### src/rtl/serial_paralelo_rx.sv
// ---------------------------------------------------------------------------
// serial_paralelo_rx
// Receive-side serial-to-parallel converter for one PHY lane. It hunts the
// incoming bit stream for the COM symbol to find byte alignment. Once enough
// consecutive aligned COMs have been seen, it declares the lane active. From
// then on it presents every received byte, flagging the non-COM ones as valid.
//
// Ports
//   clk_8f    in   1  bit clock (8x byte rate); all logic on the rising edge
//   reset     in   1  synchronous, active-high reset
//   data_in   in   1  serial bit, MSB of each byte first
//   data_out  out  8  last byte received while active
//   valid_out out  1  data_out holds a non-COM byte received while active
//   active    out  1  lane aligned and locked (only reset clears it)
// ---------------------------------------------------------------------------
module serial_paralelo_rx #(
   parameter logic [7:0]  COM     = 8'hBC,
   parameter int unsigned NUM_COM = 4
) (
   input  logic       clk_8f,
   input  logic       reset,
   input  logic       data_in,
   output logic [7:0] data_out,
   output logic       valid_out,
   output logic       active
);

   typedef enum logic [1:0] {
      SEARCH,
      LOCK,
      ACTIVE
   } state_t;

   localparam logic [4:0] NUM_COM_W = 5'(NUM_COM);

   state_t     state;
   state_t     state_next;
   logic [6:0] sr;
   logic [7:0] nxt;
   logic [2:0] bit_cnt;
   logic [2:0] bit_cnt_next;
   logic [3:0] com_cnt;
   logic [3:0] com_cnt_next;
   logic [7:0] data_next;
   logic       valid_next;
   logic       active_next;
   logic       boundary;
   logic       is_com;

   // The byte that would be complete after this edge. Only seven history bits
   // need to be stored, because the eighth bit is the current data_in.
   assign nxt      = {sr, data_in};
   assign is_com   = (nxt == COM);
   assign boundary = (bit_cnt == 3'd7);

   // The shifter keeps running through reset. As a result, a COM that starts
   // arriving while reset is still high can be recognised on the first
   // edge after reset is released.
   always_ff @(posedge clk_8f) begin
      sr <= nxt[6:0];
   end

   // State and output registers. Reset overrides everything, including
   // a partially received byte or a partially completed lock attempt.
   always_ff @(posedge clk_8f) begin
      if (reset) begin
         state     <= SEARCH;
         bit_cnt   <= 3'd0;
         com_cnt   <= 4'd0;
         data_out  <= 8'h00;
         valid_out <= 1'b0;
         active    <= 1'b0;
      end else begin
         state     <= state_next;
         bit_cnt   <= bit_cnt_next;
         com_cnt   <= com_cnt_next;
         data_out  <= data_next;
         valid_out <= valid_next;
         active    <= active_next;
      end
   end

   // Next-state logic. SEARCH tests every bit position for a COM. LOCK checks
   // that a COM lands on each following byte boundary. In ACTIVE, a byte is
   // delivered at each boundary.
   always_comb begin
      state_next   = state;
      bit_cnt_next = bit_cnt;
      com_cnt_next = com_cnt;
      data_next    = data_out;
      valid_next   = valid_out;
      active_next  = active;

      unique case (state)
         SEARCH: begin
            if (is_com) begin
               bit_cnt_next = 3'd0;
               com_cnt_next = 4'd1;
               state_next   = LOCK;
            end
         end

         LOCK: begin
            bit_cnt_next = bit_cnt + 3'd1;
            if (boundary) begin
               if (is_com) begin
                  com_cnt_next = com_cnt + 4'd1;
                  if (({1'b0, com_cnt} + 5'd1) == NUM_COM_W) begin
                     state_next  = ACTIVE;
                     active_next = 1'b1;
                  end
               end else begin
                  // The alignment guess was wrong. Hunting restarts on the
                  // next edge, so this failed byte is not examined again.
                  com_cnt_next = 4'd0;
                  state_next   = SEARCH;
               end
            end
         end

         ACTIVE: begin
            bit_cnt_next = bit_cnt + 3'd1;
            if (boundary) begin
               data_next  = nxt;
               valid_next = !is_com;
            end
         end

         default: begin
            state_next = SEARCH;
         end
      endcase
   end

endmodule

### config.mk
export PLATFORM = sky130hd
export DESIGN_NAME = serial_paralelo_rx
export DESIGN_NICKNAME = d
export VERILOG_FILES = /design/src/rtl/serial_paralelo_rx.sv
export SDC_FILE = /design/constraint.sdc
export NUM_CORES = 1
export LEC_CHECK = 0
export ABC_CLOCK_PERIOD_IN_PS = 2000
export BUFFER_PORTS_ARGS = -buffer_cell sky130_fd_sc_hd__buf_2
export CORE_MARGIN = 5
export CORE_UTILIZATION = 35
export CTS_BUF_LIST = sky130_fd_sc_hd__clkbuf_8 sky130_fd_sc_hd__clkbuf_16
export DETAILED_ROUTE_END_ITERATION = 12
export PLACE_DENSITY = 0.57
export SLEW_MARGIN = 20
export SYNTH_ARGS = -nofsm -noshare
export SYNTH_HDL_FRONTEND = slang
export SYNTH_SLANG_ARGS = --single-unit
### constraint.sdc
create_clock -name clk_8f -period 2 [get_ports clk_8f]
set_input_delay 0.2 -clock clk_8f [delete_from_list [all_inputs] [get_ports clk_8f]]
set_output_delay 0.2 -clock clk_8f [all_outputs]
set_load 0.005 [all_outputs]
=== Word level (Yosys, flattened, before mapping) ===
Cells that the tools add are included.

* Flip-flop bits (word level): 26
* Bits in latches: 0
* Memory bits (writable): 0
* Bits in read-only memories: 0
* Bits of input ports: 3
* Output and inout port bits: 10
* Word-level logic and storage cells: 40
* Memories: 0

* $add $sub $neg: 3
* $mul: 0
* Divide/modulo/power cells: 0
* Order comparisons: 0
* Equal/unequal tests: 8
* Shifts and indexed selects: 0
* Muxes and demuxes: 11
* Bitwise logic cells: 1
* Reductions and logical operators: 10

{| class="wikitable"
|+ Operators by type and width
! kind !! count
|-
| 2-to-1 mux 4 bit || 3
|-
| equality test 8 bit (second input constant) || 1
|-
| 2-to-1 mux 2 bit || 4
|-
| one-hot mux 4 bit (2 select lines) || 1
|-
| AND reduction 4 bit || 2
|-
| one-hot mux 2 bit (3 select lines) || 1
|-
| one-hot mux 3 bit (2 select lines) || 1
|-
| adder 4 x 1 -> 5 bit (second input constant) || 1
|-
| equality test 5 x 3 -> 1 bit (second input constant) || 1
|-
| adder 4 x 1 -> 4 bit (second input constant) || 1
|-
| inequality test 2 bit (second input constant) || 2
|-
| AND reduction 2 bit || 2
|-
| nonzero test 2 bit || 2
|-
| adder 3 x 1 -> 3 bit (second input constant) || 1
|-
| equality test 3 bit (second input constant) || 1
|-
| 2-to-1 mux 3 bit || 1
|-
| inequality test 3 bit (second input constant) || 1
|-
| AND reduction 3 bit || 1
|-
| equality test 2 x 1 -> 1 bit (second input constant) || 1
|-
| equality test 2 bit (second input constant) || 1
|-
| logical NOT 2 bit || 1
|-
| OR reduction 2 bit || 1
|-
| logical NOT 1 bit || 1
|-
| NOT 1 bit || 1
|}

=== Longest topological paths before layout ===
* Depth after elaboration: 6
* Mapped depth: 6
* Gate-level depth less buffers: 6

=== Least setup slack after synthesis ===
No wires, ideal clock.

* Path type: reg2reg
* From: reg state[0]
* To: reg bit_cnt[0]
* Arrival time: 1.335 ns
* Data required time: 1.930 ns
* Path slack: 0.594 ns
* Cell stages (with the launch flop): 7
* Buffers on the path: 0
* Clock period less this slack: 1.406 ns
* Cells stage by stage: dfxtp_1 inv_1 ha_1 inv_1 a21oi_2 or4b_1 a21oi_1

* Longest elaborated chain between the ends: 4
* Elaborated cells between the ends (all ways): 8

{| class="wikitable"
|+ Ends and longest elaborated chain
! what !! RTL line !! source
|-
| start, declared || 36 || <nowiki>state_t state;</nowiki>
|-
| start signal, assigned || 74 || <nowiki>state <= state_next;</nowiki>
|-
| equality test 2 bit or equality test 2 x 1 -> 1 bit (tied branches) || 94 || <nowiki>unique case (state)</nowiki>
|-
| OR reduction 2 bit (no source line) || -- ||
|-
| nonzero test 2 bit (no source line) || -- ||
|-
| AND reduction 2 bit (no source line) || -- ||
|-
| end signal, assigned || 75 || <nowiki>bit_cnt <= bit_cnt_next;</nowiki>
|-
| end, declared || 40 || <nowiki>logic [2:0] bit_cnt;</nowiki>
|}

Several ways; a longest one is shown, not always the timed one.
A chain may end at the register's enable or synchronous reset.

=== Final worst setup path ===
* From: reg com_cnt[0]
* To: reg state[1]

* Longest elaborated chain between the ends: 4

{| class="wikitable"
|+ Ends and longest elaborated chain
! what !! RTL line !! source
|-
| start, declared || 42 || <nowiki>logic [3:0] com_cnt;</nowiki>
|-
| start signal, assigned || 76 || <nowiki>com_cnt <= com_cnt_next;</nowiki>
|-
| adder 4 x 1 -> 5 bit || 108 || <nowiki>if (({1'b0, com_cnt} + 5'd1) == NUM_COM_W) begin</nowiki>
|-
| equality test 5 x 3 -> 1 bit || 108 ||
|-
| inequality test 3 bit (no source line) || -- ||
|-
| AND reduction 4 bit (no source line) || -- ||
|}

Every way passes these cells.

==> impl_metrics.ini <==
[cells_and_area]
n_fill_cell = 303
area_delta_synth_final_pct = 16.25
diodes = 0
final_util_pct = 41.47
nets = 142
drive_gt1_share_pct = 14.50

[cts]
clkLatencyLatePin_ns = 0.27
htreeDepth = 1
clk_pin_slew_worst_paths_ns = 0.09
clock-sinks = 26
post_cts_buffers = 0
cts_hold_buf = 0
cts-resized-gates = 0
cts_tree = yes
root_buffer = clkbuf_8
clk_path_buf_depth = 2
cts_buffers = 3

[drt]
drcViolationCount = 0
wl_per_cell_um = 13.74
totalWireLength_um = 2253
first_pass_iters = 4
vias = 865
first_iter_violations = 36
postRouteAntennaNets = 0
viasPerCell = 5.274

[synth]
synth_flop_cell = dfxtp_1
synth.avg_cell_area_um2 = 9.157
synth_top_area_share_pct = 49.00
synth.ff_latch_count = 26
synth-xor-area-share_pct = 0.8245
synth_top_family_by_area = simple AND/OR/NAND/NOR gates
syn_nets = 126
synth_top_area_cell = dfxtp_1
synth-adder-area-share_pct = 8.245
async_flop_share_pct = 0
syn-cell-area_mm2 = 0.001062
synth-edff-count = 0
synth_seq_area_share_pct = 49.00
synth_common_cells = dfxtp_1, nand2_1, a21oi_1
synth_compound_area_share_pct = 17.43
yosys.area_share.simple_pct = 20.97
synthesis.instances = 116
synthTopCellsByArea = dfxtp_1, ha_1, nand2_1, a21oi_1, nand4b_1
ys_types = 30
synth.mux.area_fraction_pct = 1.060
ys_warn_count = 0
synth.most_common_cell = dfxtp_1

[critical_path]
start_kind = flop
r2r_cells = 4
worstPathMaxFanout = 5
critPathRequiredTime_ns = 2.16
cp.arrival_ns = 1.86
end_kind = flop
cpPeakStageDelay_ns = 0.47
worstSetupPathType = flop to flop
crit_chain = ha_1 > nor3b_1 > a31oi_1 > a311oi_1
cp_slowest_cell = nor3b_1

[sta]
fmax_mhz = 589.5
worst_slack_ns = 0.3036
slew_viol_final = 0
fin_setup_tns_ns = 0
finalHoldViolCount = 0
fin_crit_sh_pct = 84.82
setup_viol = 0
final.min_clock_period_ns = 1.696
grt_setup_unrepaired = false
skew_ns = 0.001426
slew-limit-headroom_pct = 64.74
tightest_slew_ns = 0.5277
hold_slack_ns = 0.06896

[placed_design]
gp_congestion = 0.7918
hpwlAfterDp_um = 1721
place_ws_ns = 0.3321
port_buffers = 12

[floorplanning]
die_x_um = 65.09
core_mm2 = 0.002978
fp.dieArea_mm2 = 0.004237
io_pins = 13
start_util_pct = 35.67
die_h_um = 65.09
fp-row-count = 20

[run]
maxCapViolCount = 0

[global_route]
grt_max_degree = 22
grt_pass1_wl_um = 3677
overflow = 0
grt_usage_pct = 11.09
grt_pass1_vias = 833
antenna_found_initial = 0

[power_and_ir_drop]
p_per_area_mw_per_mm2 = 799.1
max-vdd-ir-drop_uv = 353.4
p_leak_nw = 0.4796
finalPower_mw = 0.9869

[hold_path]
holdPathStages = 1
hold_path.class = input pin to flop

[status]
outcome = completed
where the power goes:
| group | internal (mW) | switching [mW] | leakage [nW] | total [mW] |
|---|---|---|---|---|
| Sequential | 0.527 | 0.00954 | 0.212 | 0.537 |
| Clock | 0.268 | 0.162 | 0.0357 | 0.430 |
| Combinational | 0.00858 | 0.0121 | 0.232 | 0.0207 |
final timing paths:
path                    from       end  slack (ns)
setup / recovery  com_cnt[0]  state[1]        0.30
setup reg to reg  com_cnt[0]  state[1]        0.30
hold reg to reg        sr[5]     sr[6]        0.38
hold / removal       data_in     sr[0]        0.07
layout make-up:
type / instances / area, um2 / share of cell area [%]
clock buffers: 3 / 41.29 / 3.343
flip-flops and latches: 26 / 520.5 / 42.15
inverters: 5 / 18.77 / 1.520
clock inverters: 1 / 30.03 / 2.432
multi-input cells: 83 / 515.5 / 41.74
repair buffers: 13 / 67.56 / 5.471
well taps: 33 / 41.29 / 3.343
cell families (layout without fill, tap and decap cells):
family          count (synthesis)  count (layout)
xor+xnor                        1               1
mux                             1               1
simple gates                   43              43
compound gates                 31              31
flops                          26              26
buf+inv                         7              22
fa+ha+maj                       7               7
placed cells by master (no fill, tap or decap), drive strengths merged, types with 2 or more instances in the layout:
cell     n
a21oi   15
a31oi    3
buf     13
clkbuf   3
dfxtp   26
ha       7
inv      5
nand2   22
nand2b   2
nand3    2
nand4b   3
nor2     6
nor3     2
o21ai    6
metrics by stage:
step                      std cells  area, um2
after floorplan                 116       1062
after global placement          160       1164
after detailed placement        160       1164
after CTS                       164       1235
after global routing            164       1235
final                           164       1235
critical path: cells and delay by family, from the launching register on:
kind,cells,cell delay (ns)
DFF,1,0.42
AOI/OAI and AO/OA,2,0.49
adders and majority gates,1,0.21
and+or+nand+nor,1,0.47
registers in the layout, summed over array words and instances, names as in the netlist:
name,cells
active,1
bit_cnt,3
sr,7
valid_out,1
com_cnt,4
data_out,8
state,2
per-layer routing:
layer  track usage, %  routed length, um  vias up
met3            2.393                 59        2
met4            2.591                 14        0
met1            14.00               1051      409
li1                 -                  -      441
met2            19.28               1127       13
met5                0                  0        -
Note: power is estimated with default switching activity, not from simulation.
